[config.mk]
export PLATFORM = sky130hd
export DESIGN_NAME = cpu_control_fsm
export DESIGN_NICKNAME = d
export VERILOG_FILES = /design/src/rtl/cpu_control_fsm.sv
export SDC_FILE = /design/constraint.sdc
export NUM_CORES = 1
export LEC_CHECK = 0
export ABC_AREA = 1
export CORE_UTILIZATION = 35
export CTS_CLUSTER_SIZE = 25
export DETAILED_ROUTE_END_ITERATION = 8
export PLACE_DENSITY_LB_ADDON = 0.15
export SYNTH_ARGS = -nofsm -noshare
export SYNTH_HDL_FRONTEND = slang
export SYNTH_SLANG_ARGS = --single-unit
[constraint.sdc]
create_clock -name clk -period 2.87 [get_ports clk]
set_input_delay 0.287 -clock clk [delete_from_list [all_inputs] [get_ports clk]]
set_output_delay 0.287 -clock clk [all_outputs]
set_load 0.1 [all_outputs]
[src/rtl/cpu_control_fsm.sv]
// FETCH/LATCH/EXEC/LOAD_WB control for the 16-bit CR16-style datapath: 3 cycles per instruction, 4 for LOAD.
// No stalls; exactly one pc_en per instruction. Defining CTRL_PERF_EN adds the retire_count port.
module cpu_control_fsm #(
    parameter int PC_W = 16
) (
    input  logic       clk,
    input  logic       reset,
    input  logic [7:0] op,
    input  logic       r_or_i,
    input  logic [4:0] flags,
    output logic       ir_we,
    output logic       addr_sel,
    output logic       pc_en,
    output logic       pc_sel,
    output logic       reg_we,
    output logic [1:0] wb_sel,
    output logic       flags_we,
    output logic       mem_we,
    output logic       alu_b_sel,
    output logic       tx_strobe
`ifdef CTRL_PERF_EN
    ,
    output logic [PC_W-1:0] retire_count
`endif
);

    typedef enum logic [1:0] {
        FETCH   = 2'd0,
        LATCH   = 2'd1,
        EXEC    = 2'd2,
        LOAD_WB = 2'd3
    } state_t;

    state_t     state_q, state_d;
    logic [3:0] op_hi, op_lo;
    logic       flg_c, flg_l, flg_f, flg_z, flg_n;
    logic       br_taken;
    logic       is_shift, is_io;

    assign op_hi = op[7:4];
    assign op_lo = op[3:0];
    assign {flg_c, flg_l, flg_f, flg_z, flg_n} = flags;

    assign is_shift = (op == 8'h84) || (op == 8'h86) || (op == 8'h4F) || (op == 8'h88);
    assign is_io    = (op == 8'h8C) || (op == 8'h8D) || (op == 8'h4A) || (op == 8'h4E);

    always_comb begin
        br_taken = 1'b0;
        case (op_lo)
            4'h0: br_taken = flg_z;
            4'h1: br_taken = !flg_z;
            4'h2: br_taken = flg_c;
            4'h3: br_taken = !flg_c;
            4'h4: br_taken = flg_l;
            4'h5: br_taken = !flg_l;
            4'h6: br_taken = flg_n;
            4'h7: br_taken = !flg_n;
            4'h8: br_taken = flg_f;
            4'h9: br_taken = !flg_f;
            4'hA: br_taken = !flg_l && !flg_z;
            4'hB: br_taken = flg_l || flg_z;
            4'hC: br_taken = !flg_n && !flg_z;
            4'hD: br_taken = flg_n || flg_z;
            4'hE: br_taken = 1'b1;
            default: br_taken = 1'b0;
        endcase
    end

    always_ff @(posedge clk or posedge reset) begin
        if (reset) begin
            state_q <= FETCH;
        end else begin
            state_q <= state_d;
        end
    end

    always_comb begin
        state_d   = state_q;
        ir_we     = 1'b0;
        addr_sel  = 1'b0;
        pc_en     = 1'b0;
        pc_sel    = 1'b0;
        reg_we    = 1'b0;
        wb_sel    = 2'b00;
        flags_we  = 1'b0;
        mem_we    = 1'b0;
        alu_b_sel = 1'b0;
        tx_strobe = 1'b0;
        case (state_q)
            FETCH: begin
                state_d = LATCH;
            end
            LATCH: begin
                ir_we   = 1'b1;
                state_d = EXEC;
            end
            EXEC: begin
                state_d   = FETCH;
                alu_b_sel = r_or_i;
                // Specific opcodes first: several of them sit inside the I-type opcode ranges.
                if (op == 8'h40) begin
                    addr_sel = 1'b1;
                    state_d  = LOAD_WB;
                end else if (op == 8'h44) begin
                    addr_sel = 1'b1;
                    mem_we   = 1'b1;
                    pc_en    = 1'b1;
                end else if (op == 8'h8F) begin
                    tx_strobe = 1'b1;
                    pc_en     = 1'b1;
                end else if (op_hi == 4'hC) begin
                    pc_sel = br_taken;
                    pc_en  = 1'b1;
                end else if (is_shift) begin
                    reg_we = 1'b1;
                    pc_en  = 1'b1;
                end else if (is_io) begin
                    reg_we = 1'b1;
                    wb_sel = 2'b10;
                    pc_en  = 1'b1;
                end else if (op != 8'h00 && op_hi != 4'h8) begin
                    reg_we   = !((op == 8'h0B) || (op_hi == 4'hB));
                    flags_we = 1'b1;
                    pc_en    = 1'b1;
                end else begin
                    // NOP and unassigned 0x8? codes just advance the PC.
                    pc_en = 1'b1;
                end
            end
            LOAD_WB: begin
                addr_sel = 1'b1;
                reg_we   = 1'b1;
                wb_sel   = 2'b01;
                pc_en    = 1'b1;
                state_d  = FETCH;
            end
            default: state_d = FETCH;
        endcase
    end

`ifdef CTRL_PERF_EN
    logic [PC_W-1:0] retire_q, retire_d;

    always_comb begin
        retire_d = retire_q;
        if (pc_en) begin
            retire_d = retire_q + {{(PC_W-1){1'b0}}, 1'b1};
        end
    end

    always_ff @(posedge clk or posedge reset) begin
        if (reset) begin
            retire_q <= '0;
        end else begin
            retire_q <= retire_d;
        end
    end

    assign retire_count = retire_q;
`endif

endmodule
### After elaboration in Yosys (flattened, before gate mapping)

Index checks and enable logic that the tools add are counted.

* reduce and logical (&&, ||, !) cells: 21
* mux-type cells: 44
* equality and inequality tests: 32

Operators with widths (count)
* == test 8 bit (second input constant): 6
* == test 8 x 7 -> 1 bit (second input constant): 5
* == test 4 bit (second input constant): 9
* two-way mux 1 bit: 31
* == test 4 x 3 -> 1 bit (second input constant): 4
* one-hot mux 1 bit (15 select lines): 1
* two-way mux 2 bit: 7
* logical OR 1 bit: 9
* == test 4 x 2 -> 1 bit (second input constant): 2
* == test 8 x 4 -> 1 bit (second input constant): 1
* one-hot mux 2 bit (4 select lines): 1
* nonzero test 8 bit: 1
* zero test 1 bit: 6
* one-hot mux 1 bit (2 select lines): 3
* == test 2 bit (second input constant): 2
* == test 4 x 1 -> 1 bit (second input constant): 1
* zero test 4 bit: 1
* inequality test 4 bit (second input constant): 1
* one-hot mux 2 bit (2 select lines): 1
* logical AND 1 bit: 3
* == test 2 x 1 -> 1 bit (second input constant): 1
* zero test 2 bit: 1

* word-level logic and storage cells: 98
* output and inout port bits: 11
* bits in registers: 2
* bits of input ports: 16

### Depth between registers and ports, before layout

* depth after elaboration: 11
* gate-level depth with buffers: 10
* depth with buffers taken out: 10

### Worst setup path after synthesis

Ideal clock, no wire load.

* path type: input to output
* from: in op[1]
* to: out addr_sel
* data arrival time: 2.826 ns
* data required time: 2.583 ns
* setup slack: -0.243 ns
* cell stages on the path: 4
* cells stage by stage: buf_6 > nor2_8 > o211ai_2 > o21ai_0

* cells in the longest elaborated chain, start to end: 4
* elaborated cells on any way between the ends: 5

Ends and longest elaborated chain
* start, declared: line 8 `input logic [7:0] op,`
* == test 8 x 7 -> 1 bit: line 104 `end else if (op == 8'h44) begin`
* two-way mux 1 bit: line 104
* two-way mux 1 bit (*): line 101 `if (op == 8'h40) begin`
* one-hot mux 1 bit (2 select lines) (*): line 89 `case (state_q)`
* end, declared: line 12 `output logic addr_sel,`

Every way passes the cells marked *; elsewhere a longest branch is shown, timed or not.

### Worst setup path in the final report

* from: in op[1]
* to: out pc_sel

* cells in the longest elaborated chain, start to end: 7
* elaborated cells on any way between the ends: 24

Ends and longest elaborated chain
* == test 4 bit, or another cell as far along: line 49 `case (op_lo)`
* one-hot mux 1 bit (15 select lines): line 49
* two-way mux 1 bit: line 111 `end else if (op_hi == 4'hC) begin`
* two-way mux 1 bit: line 108 `end else if (op == 8'h8F) begin`
* two-way mux 1 bit: line 104
* two-way mux 1 bit (*): line 101
* two-way mux 1 bit (*): line 89
* end, declared: line 14 `output logic pc_sel,`

Marks and branches as above.

==> metrics.md <==
| Metric | Value |
|---|---|
| Status | finished, violations left |
| Violated checks | design-rule violations |
| Initial antenna violation count | 0 |
| Global-route wire length before repair | around 2.8 mm |
| Area of the multi-input gates | about 450 sq um |
| Worst clock skew | roughly 7.4 ps |
| N_diodes | 0 |
| Die width | ~43 um |
| Crit-path max FO | 10 |
| Setup bufs post-CTS | 0 |
| Max reg flops | 2 |
| Synth area leader | nand2_1 |
| Average size of a mapped cell | about 4.9 sq um |
| Crit-path cells | clkdlybuf4s50_1, inv_2, nor2_4, nand3_1, nand2_1, nand2_1, nand3_1, nor2_1, nor2_1, buf_12 |
| Worst hold slack | approximately 220 ps |
| Final worst setup slack | 517 ps |
| Residual DRC | 4 |
| Htree depth | 1 |
| Fillcell total | between 150 and 200 |
| Pwr Density | between 700 and 800 nW/um^2 |
| Top area cells in the synthesized netlist | nand2_1, nand3_1, nor2_1 |
| Largest net degree at the start of global routing | 11 |
| Final net count | 167 |
| CP max-delay cell | clkdlybuf4s50_1 |
| Pre-CTS setup slack | 540 ps |
| Final non-filler cell total | between 150 and 200 |
| Most common cell in the netlist | nand2_1 |
| Critical path's largest stage delay | between 800 and 900 ps |
| Synth Instances | 122 |
| Slew @ Worst Pin | between 500 and 600 ps |
| Yosys cell types | 16 |
| Routed wire per std cell | 10.1 um |
| Main synth FF type | dfrtp_1 |
| # IOs | 27 |
| Yosys warns | 0 |
| Number of synthesized flops with an enable pin | 0 |
| Largest regs | state_q (2) |
| Initial core utilization | a little under 40% |
| Latest clock arrival within the worst-skew pair | between 200 and 250 ps |
| Final Cycle Share | between 80% and 90% |
| Worst min path class | in -> async |
| Reg with most FFs | state_q |
| Finish-stage setup viols | 0 |
| Clk sinks | 2 |
| Post-synthesis cell area | roughly 600 sq um |
| Max Clk Rate | 425 MHz |
| Yosys top cell area share | between 20% and 30% |
| Vias in the first global route | a little under 700 |
| # Max-Cap Violations | 0 |
| Core Region | about 1600 sq um |
| Gr ovfl total | 0 |
| DRT antenna net count | 0 |
| Share of cells above drive strength 1 | between 10% and 20% |
| Area after DPL | 935 sq um |
| TNS Setup | 0 ps |
| Slew margin rel. | between 60% and 70% |
| Peak VDD IR | roughly 0.85 mV |
| FFs w/ async S/R, synth | 100% |
| Part of the Yosys area used for sequential elements | around 8.4% |
| Via count | around 820 |
| Full die area | around 1900 sq um |
| Syn_nets | between 100 and 150 |
| RSZ-0062 raised after global routing | false |
| Hold_buf cts | 0 |
| Post-CTS Resized | 0 |
| Leakage power figure | roughly 0.49 nW |
| Setup crit end kind | primary output |
| Die Y | ~43 um |
| Wirelength, routed | 1.67 mm |
| Period minus WS final | about 2400 ps |
| Hold Vio Cnt, Final | 0 |
| CTS clk-pin slew, worst paths | around 40 ps |
| Final HPWL DP | roughly 1.4 mm |
| Crit Path Class | in -> out |
| Startpoint Class | input pin |
| Num CTS Buffers | 3 |
| Worst EP required | roughly 2600 ps |
| DR pass1 iterations | 6 |
| Root cell of the clock tree | clkbuf_4 |
| Storage element area | 50.0 sq um |
| Yosys reg bits | 2 |
| Fin area | around 960 sq um |
| Gp weighted congestion | ~0.85 |
| Row Count | 14 |
| Final slew viol count | 0 |
| CTS tree | yes |
| I/O Buffers | 26 |
| Clock Path Buffers | 2 |
| Via-to-Cell Ratio | between 4 and 5 |
| Commonest cells in the synthesized netlist | nand2_1, nor2_1, nand3_1, inv_1 |
| First DRT Iteration DRCs | 25 |
| Layout area overhead | 59.7% |
| Critical Path AT | between 2000 and 2500 ps |
| GRT Util Overall | 19.2% |
| Placed Instances | about 160 |
==> cells in the final DEF, fill, tap and decap left out <==
| cell | n |
|---|---|
| nor2_8 | 1 |
| nor2_4 | 2 |
| o211ai_2 | 1 |
| inv_2 | 2 |
| dfrtp_1 | 2 |
| inv_1 | 19 |
| a21oi_1 | 1 |
| buf_12 | 8 |
| buf_4 | 3 |
| o21ai_0 | 1 |
| nand4_1 | 2 |
| o21ai_1 | 3 |
| nand2_1 | 36 |
| nor3_1 | 1 |
| nor3_2 | 1 |
| nand3b_1 | 1 |
| nor2_1 | 26 |
| clkdlybuf4s50_1 | 15 |
| nand3_1 | 21 |
| clkbuf_4 | 3 |
==> routing by layer <==
metal  track usage [%]  wire [um]
met1              25.9        804
met4              5.63          0
met2              32.7        843
met3              1.25         27
met5                 0          0
==> kinds of logic (layout without fill, tap and decap cells) <==
family | Yosys count | in the layout | share of synthesized area [%]
flip-flops | 2 | 2 | 8.35
buffers and inverters | 23 | 50 | 16.9
AO/OA/AOI/OAI | 6 | 6 | 6.26
AND/OR/NAND/NOR | 91 | 91 | 68.5
==> cell type report <==
type	count	area share [%]
multi-input combinational	97	47.3
timing repair buffer	26	34.8
inverter	21	8.24
sequential	2	5.23
clock buffer	3	2.35
tap	16	2.09
==> metrics by stage <==
stage | utilization (%) | power [mW]
finish | 61.4 | 0.735
global route | 61.4 | 0.769
CTS | 61.4 | 0.742
detailed placement | 60.0 | 0.669
global placement | 60.0 | 0.668
floorplan | - | 0.477
==> path summary, 6_finish.rpt <==
kind | cells past startpoint | from | slack (ps) | to
worst min register to register | 1 | state_q[1] | 560 | state_q[1]
min in group clk | 1 | state_q[1] | 560 | state_q[1]
worst min-delay path | 2 | reset | 220 | state_q[0]
worst max-delay path | 10 | op[1] | 520 | pc_sel
worst max register to register | 4 | state_q[1] | 1870 | state_q[1]
max in group asynchronous | 2 | reset | 2530 | state_q[1]
==> where the power goes <==
part | switching, mW | total, mW | internal, mW
combinational | 0.437 | 0.614 | 0.177
clock | 0.0173 | 0.0636 | 0.0463
sequential | 0.0151 | 0.0573 | 0.0422
==> worst max-delay path, delay by kind of cell <==
family        cells  cell delay [ps]
simple gates      7              620
buf+inv           3             1150
Note: power is estimated with default switching activity, not from simulation.
